===== src/rtl/regfile_sb_pkg.sv =====
// Shared constants for the scoreboarded register file: default geometry and
// the hard-wired zero register index.
package regfile_sb_pkg;
  localparam int DEF_DW   = 32;
  localparam int DEF_NREG = 32;
  localparam int DEF_NRD  = 2;
  localparam int ZERO_REG = 0;
endpackage


===== src/rtl/regfile_sb_if.sv =====
// Bus bundle for regfile_sb: read ports, writeback, issue and scoreboard status.
interface regfile_sb_if
  import regfile_sb_pkg::*;
#(
  parameter int DW   = DEF_DW,
  parameter int NREG = DEF_NREG,
  parameter int NRD  = DEF_NRD
);
  localparam int AW = $clog2(NREG);

  logic [NRD*AW-1:0] rd_addr;
  logic [NRD*DW-1:0] rd_data;
  logic [NRD-1:0]    rd_busy;
  logic              wr_en;
  logic [AW-1:0]     wr_addr;
  logic [DW-1:0]     wr_data;
  logic              iss_en;
  logic [AW-1:0]     iss_addr;
  logic [AW:0]       pend_cnt;
  logic              iss_err;

  modport master (
    output rd_addr, wr_en, wr_addr, wr_data, iss_en, iss_addr,
    input  rd_data, rd_busy, pend_cnt, iss_err
  );

  modport slave (
    input  rd_addr, wr_en, wr_addr, wr_data, iss_en, iss_addr,
    output rd_data, rd_busy, pend_cnt, iss_err
  );
endinterface


===== src/rtl/regfile_sb_rdport.sv =====
// One combinational read port: zero-register force, writeback bypass and
// scoreboard busy indication.
module regfile_sb_rdport
  import regfile_sb_pkg::*;
#(
  parameter int DW   = DEF_DW,
  parameter int NREG = DEF_NREG,
  parameter int AW   = $clog2(NREG)
) (
  input  logic [AW-1:0]            i_rd_addr,
  input  logic [NREG-1:0][DW-1:0]  i_storage,
  input  logic [NREG-1:0]          i_pend,
  input  logic                     i_wr_en,
  input  logic [AW-1:0]            i_wr_addr,
  input  logic [DW-1:0]            i_wr_data,
  output logic [DW-1:0]            o_rd_data,
  output logic                     o_rd_busy
);
  logic w_zero;
  logic w_hit;

  assign w_zero = (i_rd_addr == AW'(ZERO_REG));
  assign w_hit  = i_wr_en && (i_wr_addr == i_rd_addr) && !w_zero;

  // A bypass hit both forwards the data and hides the pending bit it retires.
  assign o_rd_data = w_zero ? '0 : (w_hit ? i_wr_data : i_storage[i_rd_addr]);
  assign o_rd_busy = !w_zero && i_pend[i_rd_addr] && !w_hit;
endmodule


===== src/rtl/regfile_sb.sv =====
// Register file with per-register pending scoreboard, write bypass and
// registered pending count / double-issue error pulse.
module regfile_sb
  import regfile_sb_pkg::*;
#(
  parameter int DW   = DEF_DW,
  parameter int NREG = DEF_NREG,
  parameter int NRD  = DEF_NRD
) (
  input logic         clk,
  input logic         rst_n,
  regfile_sb_if.slave bus
);
  localparam int AW = $clog2(NREG);
  localparam int CW = AW + 1;

  logic [NREG-1:0][DW-1:0] r_storage;
  logic [NREG-1:0]         r_pend;
  logic [CW-1:0]           r_pend_cnt;
  logic                    r_iss_err;

  logic [NREG-1:0]         w_pend_nxt;
  logic [CW-1:0]           w_pend_cnt_nxt;
  logic                    w_iss_err_nxt;
  logic                    w_wr_ok;
  logic                    w_iss_ok;
  logic [NRD-1:0][DW-1:0]  w_rd_data;
  logic [NRD-1:0]          w_rd_busy;

  assign w_wr_ok  = bus.wr_en  && (bus.wr_addr  != AW'(ZERO_REG));
  assign w_iss_ok = bus.iss_en && (bus.iss_addr != AW'(ZERO_REG));

  // NOTE: every always_comb output gets a default first so no path leaves it unassigned (no latch).
  always_comb begin
    w_pend_nxt = r_pend;
    if (w_wr_ok)  w_pend_nxt[bus.wr_addr]  = 1'b0;
    if (w_iss_ok) w_pend_nxt[bus.iss_addr] = 1'b1;  // issue after clear: set wins

    w_iss_err_nxt = w_iss_ok && r_pend[bus.iss_addr] &&
                    !(w_wr_ok && (bus.wr_addr == bus.iss_addr));

    w_pend_cnt_nxt = '0;
    for (int k = 0; k < NREG; k++) w_pend_cnt_nxt += CW'(w_pend_nxt[k]);
  end

  // NOTE: state uses non-blocking assignments so all registers update from pre-edge values.
  always_ff @(posedge clk or negedge rst_n) begin
    if (!rst_n) begin
      r_pend     <= '0;
      r_pend_cnt <= '0;
      r_iss_err  <= 1'b0;
    end else begin
      r_pend     <= w_pend_nxt;
      r_pend_cnt <= w_pend_cnt_nxt;
      r_iss_err  <= w_iss_err_nxt;
    end
  end

  // NOTE: storage is flat flops that must read zero in reset, so it is reset like any other state.
  always_ff @(posedge clk or negedge rst_n) begin
    if (!rst_n) begin
      r_storage <= '0;
    end else if (w_wr_ok) begin
      r_storage[bus.wr_addr] <= bus.wr_data;
    end
  end

  for (genvar g = 0; g < NRD; g++) begin : g_rd
    regfile_sb_rdport #(
      .DW   (DW),
      .NREG (NREG),
      .AW   (AW)
    ) u_rdport (
      .i_rd_addr (bus.rd_addr[g*AW +: AW]),
      .i_storage (r_storage),
      .i_pend    (r_pend),
      .i_wr_en   (bus.wr_en),
      .i_wr_addr (bus.wr_addr),
      .i_wr_data (bus.wr_data),
      .o_rd_data (w_rd_data[g]),
      .o_rd_busy (w_rd_busy[g])
    );
  end

  assign bus.rd_data  = w_rd_data;
  assign bus.rd_busy  = w_rd_busy;
  assign bus.pend_cnt = r_pend_cnt;
  assign bus.iss_err  = r_iss_err;
endmodule

===== src/flat_wrapper.sv =====
// flat-port wrapper written by rule: the top's interface ports become plain ports
module regfile_sb_flat import regfile_sb_pkg::*;
#(
  parameter int DW   = DEF_DW,
  parameter int NREG = DEF_NREG,
  parameter int NRD  = DEF_NRD
)
  (clk, rst_n, bus_rd_addr, bus_wr_en, bus_wr_addr, bus_wr_data, bus_iss_en, bus_iss_addr, bus_rd_data, bus_rd_busy, bus_pend_cnt, bus_iss_err);
  regfile_sb_if #(.DW(DW), .NREG(NREG), .NRD(NRD)) bus_i ();
  input logic clk;
  input logic rst_n;
  input wire logic [$bits(bus_i.rd_addr)-1:0] bus_rd_addr;
  input wire logic [$bits(bus_i.wr_en)-1:0] bus_wr_en;
  input wire logic [$bits(bus_i.wr_addr)-1:0] bus_wr_addr;
  input wire logic [$bits(bus_i.wr_data)-1:0] bus_wr_data;
  input wire logic [$bits(bus_i.iss_en)-1:0] bus_iss_en;
  input wire logic [$bits(bus_i.iss_addr)-1:0] bus_iss_addr;
  output wire logic [$bits(bus_i.rd_data)-1:0] bus_rd_data;
  output wire logic [$bits(bus_i.rd_busy)-1:0] bus_rd_busy;
  output wire logic [$bits(bus_i.pend_cnt)-1:0] bus_pend_cnt;
  output wire logic [$bits(bus_i.iss_err)-1:0] bus_iss_err;
  assign bus_i.rd_addr = bus_rd_addr;
  assign bus_i.wr_en = bus_wr_en;
  assign bus_i.wr_addr = bus_wr_addr;
  assign bus_i.wr_data = bus_wr_data;
  assign bus_i.iss_en = bus_iss_en;
  assign bus_i.iss_addr = bus_iss_addr;
  assign bus_rd_data = bus_i.rd_data;
  assign bus_rd_busy = bus_i.rd_busy;
  assign bus_pend_cnt = bus_i.pend_cnt;
  assign bus_iss_err = bus_i.iss_err;
  regfile_sb #(.DW(DW), .NREG(NREG), .NRD(NRD)) u_core (.clk(clk), .rst_n(rst_n), .bus(bus_i));
endmodule

===== config.mk =====
export PLATFORM = sky130hd
export DESIGN_NAME = regfile_sb_flat
export DESIGN_NICKNAME = d
export VERILOG_FILES = /design/src/rtl/regfile_sb_pkg.sv /design/src/rtl/regfile_sb_if.sv /design/src/rtl/regfile_sb_rdport.sv /design/src/rtl/regfile_sb.sv /design/src/flat_wrapper.sv
export SDC_FILE = /design/constraint.sdc
export NUM_CORES = 2
export LEC_CHECK = 0
export ABC_AREA = 0
export CORE_MARGIN = 10
export CORE_UTILIZATION = 27
export CTS_CLUSTER_SIZE = 12
export DETAILED_ROUTE_END_ITERATION = 10
export PLACE_DENSITY = 0.41
export SLEW_MARGIN = 25
export SYNTH_ARGS = -nofsm -noshare
export SYNTH_HDL_FRONTEND = slang
export SYNTH_HIERARCHICAL = 1
export SYNTH_SLANG_ARGS = --single-unit
export TNS_END_PERCENT = 10

===== constraint.sdc =====
create_clock -name clk -period 12.7 [get_ports clk]
set_input_delay 1.905 -clock clk [delete_from_list [all_inputs] [get_ports clk]]
set_output_delay 1.905 -clock clk [all_outputs]
set_load 0.05 [all_outputs]

======== After elaboration in Yosys (flattened, before gate mapping) ========
Cells that the tools add are included.
storage, ports and cells
  bits of input ports ..................... 56
  register bits ........................... 1,063
  logic and storage cells ................. 125
  output and inout bits ................... 73
operators by class
  add/sub/neg operators ................... 31
  order comparisons ....................... 6
  multiplexer cells ....................... 23
  bitwise logic cells ..................... 3
  equality and inequality tests ........... 3
  reductions and logical operators ........ 24
operator list
  cell                  count
  $bwmux W1024          1
  $bmux W32 S5          2
  $mux W32              9
  $add A6 B1 Y6         30
  $demux W32 S5         1
  $and A32 B32 Y32      1
  $not A32 Y32          1
  $or A32 B32 Y32       1
  $lt A5 B6 Y1 const B  4
  $bmux W1 S5           3
  $eq A5 B5 Y1          3
  $logic_and A1 B1 Y1   15
  $demux W1 S5          2
  $ge A5 B1 Y1 const B  2
  $logic_not A5 Y1      2
  $reduce_bool A5 Y1    2
  $logic_not A1 Y1      5
  $mux W1               5
  $add A1 B1 Y2         1

======== Longest topological paths before layout ========
  depth after elaboration ................. 40
  gate-level depth with buffers ........... 22
  depth with buffers taken out ............ 19

======== Cells and area by module ========
The synthesis kept the hierarchy.
modules (own cells, without submodules)
  module             area an instance (um2)  cells an instance  sequential area each (um2)  instances
  regfile_sb         40,705.3                2,538              26,600.5                    1
  regfile_sb_rdport  8,792.2                 777                0.0                         2

======== Worst setup path before layout ========
OpenSTA, ideal clock, no wires.
  path type ............................... input-to-reg
  start point ............................. input port bus_iss_addr[0]
  end point ............................... register u_core.r_pend_cnt[4], in the netlist u_core/bus.pend_cnt[4]
  required time ........................... 12.620 ns
  stages on the path ...................... 22
  data arrival time ....................... 7.306 ns
  path buffers ............................ 3
  path slack .............................. 5.314 ns
  cell sequence ........................... clkbuf_1 buf_2 nand2b_1 nor2_1 clkbuf_1 nand2_1 o21ai_0 fa_1 inv_1 fa_1 fa_1 inv_1 fa_1 inv_1 fa_1 fa_1 inv_1 ha_1 fa_1 a21o_1 a21oi_1 xnor2_1
between the ends
  elaborated cells between the ends (all ways) .. 40
  those cells by class .................... add/sub: 31; order compare: 2; mux: 3; bitwise: 1; reduce/logical: 3
RTL lines
  what                                                                       RTL line            RTL
  from (decl)                                                                flat_wrapper.sv:17  input wire logic [$bits(bus_i.iss_addr)-1:0] bus_iss_addr;
  $lt A5 B6 Y1 (implied by the code) / $ge A5 B1 Y1 (equally long branches)  regfile_sb.sv:37    if (w_iss_ok) w_pend_nxt[bus.iss_addr] = 1'b1;
  $logic_and A1 B1 Y1 (implied by the code)                                  regfile_sb.sv:37
  $mux W1 (implied by the code)                                              regfile_sb.sv:37
  $demux W1 S5                                                               -
  $or A32 B32 Y32 (no source line)                                           -
  $mux W32 *                                                                 regfile_sb.sv:37
  named net u_core.w_pend_nxt[21]                                            regfile_sb.sv:22    logic [NREG-1:0] w_pend_nxt;
  $add A6 B1 Y6 * (11 in series)                                             regfile_sb.sv:43    for (int k = 0; k < NREG; k++) w_pend_cnt_nxt += CW'(w_pend_nxt[k]);
  named net u_core.w_pend_cnt_nxt[4]                                         regfile_sb.sv:23    logic [CW-1:0] w_pend_cnt_nxt;
  to (signal assigned)                                                       regfile_sb.sv:54    r_pend_cnt <= w_pend_cnt_nxt;
  to (decl)                                                                  regfile_sb.sv:19    logic [CW-1:0] r_pend_cnt;
The timed path passes the listed nets; every way through them passes the cells marked *.
A chain may end at the register's enable or synchronous reset.

======== Worst setup path after layout ========
  start point ............................. input port bus_rd_addr[7]
  end point ............................... output port bus_rd_data[37]
between the ends
  word-level cells in the longest chain between the ends .. 5
  elaborated cells between the ends (all ways) .. 9
  those cells by class .................... eq/ne: 1; mux: 4; reduce/logical: 4
RTL lines
  what                                                  RTL line                 RTL
  from (decl)                                           flat_wrapper.sv:12       input wire logic [$bits(bus_i.rd_addr)-1:0] bus_rd_addr;
  branches (longest 4 deep; another with $bmux W32 S5)  -
  $mux W32 *                                            regfile_sb_rdport.sv:26  assign o_rd_data = w_zero ? '0 : (w_hit ? i_wr_data : i_storage[i_rd_addr]);
  to (decl)                                             flat_wrapper.sv:18       output wire logic [$bits(bus_i.rd_data)-1:0] bus_rd_data;
Every way passes the cells marked *. The select of a mux whose other input is x is not followed.

==> run_results.csv <==
group,metric,value,unit
status,status,"complete, no violations",
layout,fin_nets,4114,
die,fp.dieH,485,µm
synth,syn_nets,4179,
cts,clk_latency,0.77,ns
critical_path,max_stage_delay,0.97,ns
critical_path,cp.required,10.80,ns
route,avgViaCountPerCell,5.48,
die,num_rows,170,
power_and_ir_drop,p_leak,0.0287,µW
route,avgRoutedWirePerCell,32.7,µm
synth,synthArstFlopShare,100,%
cts,postCtsSetupBuffers,0,
grt,grt_usage,18.9,%
route,first_pass_iters,5,
critical_path,cp-end-kind,"output port",
layout,utilization,31.0,%
sta,relSlewSlack,19.8,%
place,io_buffers,128,
power_and_ir_drop,powerDensity,176,nW/µm²
place,routabilityCongestion,0.781,
cts,cts_resized,0,
cts,cts_tree,"built",
flow_run,drv_cap,0,
critical_path,critical_path_class,"input port to output port",
route,wl,228,mm
sta,skew,0.00881,ns
synth,netlist-cell-type-count,58,
grt,grt_max_degree,153,
sta,fmax,119,MHz
sta,drv_slew,0,
critical_path,crit_path_start_kind,"input port",
layout,nFillCells,21200,
layout,syn_to_final_growth,14.2,%
layout,layout_commonest_cell,"dfrtp_1",
synth,synth-main-ff-cell,"dfrtp_1",
sta,tightestPinTransition,1.20,ns
cts,cts_root_buf,"clkbuf_16",
route,drt_iter0_drc,2897,
die,core_area,215000,µm²
hold_path,hp-class,"flop to flop",
route,drc_errors,0,
grt,grt_pass1_vias,40000,
sta,rsz0062_at_grt,"false",
route,detail-route-antenna-nets,0,
sta,period_share,66.3,%
synth,yosysSeqAreaShare,45.6,%
power_and_ir_drop,ir_drop,253,µV
sta,final.setup.tns,0,ns
critical_path,slowest_stage,"clkdlybuf4s50_1",
cts,h-tree-depth,4,
synth,synth_top_area_share,45.6,%
die,num_io_pins,129,
synth,yosys_register_bits,1063,
sta,fin_crit,8.42,ns
synth,synth_edf_count,0,
grt,antenna_found_initial,13,
critical_path,cp_max_fo,18,
cts,clkTransAtPathRegs,0.06,ns
sta,hold_ws,0.393,ns
cts,cts_made_buffers,135,
cts,clock_sinks,1063,
place,dp.final_hpwl,130,mm
synth,syn_area,58300,µm²
critical_path,crit_path_frequent_cell,"buf_4",
critical_path,critical_path.cell_chain,"buf_2, buf_4, or2_1, buf_4, nor2_4, buf_4, a22o_1, or4_1, a31oi_1, clkdlybuf4s50_1",
route,vias,38200,
die,start_util,27.2,%
synth,syn_avg_cell_area,14.2,µm²
synth,yosysTopAreaCell,"dfrtp_1",
grt,overflow,0,
place,place_area,62100,µm²
synth,netlist_top_cells_area,"dfrtp_1 (46%), mux2_2 (19%), mux4_2 (14%)",
power_and_ir_drop,total_power,11700,µW
layout,final_cell_mix,"dfrtp_1 (1063), mux2_2 (1008), mux4_2 (362)",
layout,drive_above_1_share,43.4,%
die,die-area,235000,µm²
synth,synth_cells,4092,
cts,ctsLongestPathBuffers,3,
layout,stdcell_area,66600,µm²
grt,grt_pass1_wl,323,mm
cts,hold_buffers,0,
die,die_x,485,µm
sta,setup_violations,0,
critical_path,arrival,6.52,ns
synth,synth_warnings,6,
sta,final-hold-violation-count,0,
cells in the mapped netlist (38+ instances only):
cell type and count:
o211ai_1 72, nand2_1 44, a221oi_1 123, o22a_1 66, a31oi_1 64, mux4_2 362
nor2_1 50, mux2i_1 344, clkbuf_1 216, dfrtp_1 1063, a22o_1 64, mux2_2 1008
o21ai_0 75, inv_1 43, buf_4 38, buf_2 169
final timing paths:
kind | slack (ns) | from | end | cells after the start
max | 4.28 | bus_rd_addr[7] | bus_rd_data[37] | 10
min | 0.39 | u_core/r_storage[17]$_DFFE_PN0P_ | u_core/r_storage[17]$_DFFE_PN0P_ | 0
max reg2reg | 7.50 | u_core/r_pend[21]$_DFF_PN0_ | u_core/bus.pend_cnt[4]$_DFF_PN0_ | 17
min reg2reg | 0.39 | u_core/r_storage[17]$_DFFE_PN0P_ | u_core/r_storage[17]$_DFFE_PN0P_ | 0
max in group asynchronous | 8.99 | rst_n | u_core/r_storage[388]$_DFFE_PN0P_ | 4
min in group asynchronous | 1.08 | rst_n | u_core/bus.pend_cnt[0]$_DFF_PN0_ | 1
kinds of logic after synthesis:
logic type               Yosys count  synth area share, %
multiplexers                    1727                 39.6
flip-flops                      1063                 45.6
AO/OA/AOI/OAI                    566                 7.46
buffers and inverters            515                 4.48
AND/OR/NAND/NOR                  172                 1.56
adder cells (fa/ha/maj)           31                0.975
XOR/XNOR                          18                0.270
sequential cells by signal (all words and copies together) (netlist names):
name / cells
u_core/bus.pend_cnt: 6
u_core/r_pend: 32
u_core/bus.iss_err: 1
u_core/r_storage: 1024
worst max-delay path: cells and delay by family:
| family | cells | cell delay, ns |
|---|---|---|
| AO/OA/AOI/OAI | 2 | 0.97 |
| buffers and inverters | 5 | 2.57 |
| AND/OR/NAND/NOR | 3 | 0.98 |
per-layer routing:
layer | global-route usage [%] | wire length [µm] | vias up
li1 | - | - | 15800
met1 | 25.1 | 101000 | 21100
met2 | 31.6 | 110000 | 992
met3 | 2.39 | 8590 | 315
met4 | 6.98 | 8570 | 2
met5 | 0 | 13 | -
where the power goes:
group          internal, µW  switching, µW  leakage, µW  total, µW
combinational          1660           1600       0.0129       3260
sequential             4070            475       0.0136       4540
clock                  2320           1570      0.00218       3890
total                  8050           3650       0.0287      11700
layout make-up:
| class | instances | area [µm²] | area share, % |
|---|---|---|---|
| Antenna cell | 6 | 15.0 | 0.0225 |
| Clock inverter | 24 | 272 | 0.408 |
| Timing Repair Buffer | 270 | 2420 | 3.63 |
| Multi-Input combinational cell | 2514 | 29400 | 44.2 |
| Tap cell | 2838 | 3550 | 5.33 |
| Sequential cell | 1063 | 26600 | 39.9 |
| Inverter | 43 | 161 | 0.242 |
| Clock buffer | 213 | 4160 | 6.25 |
per-stage QoR:
stage,worst slack [ns],std cells
floorplan,5.31,4092
global placement,3.35,6727
detailed placement,3.42,6727
CTS,4.22,6964
global route,4.10,6969
finish,4.28,6971
Note: power is estimated with default switching activity, not from simulation.
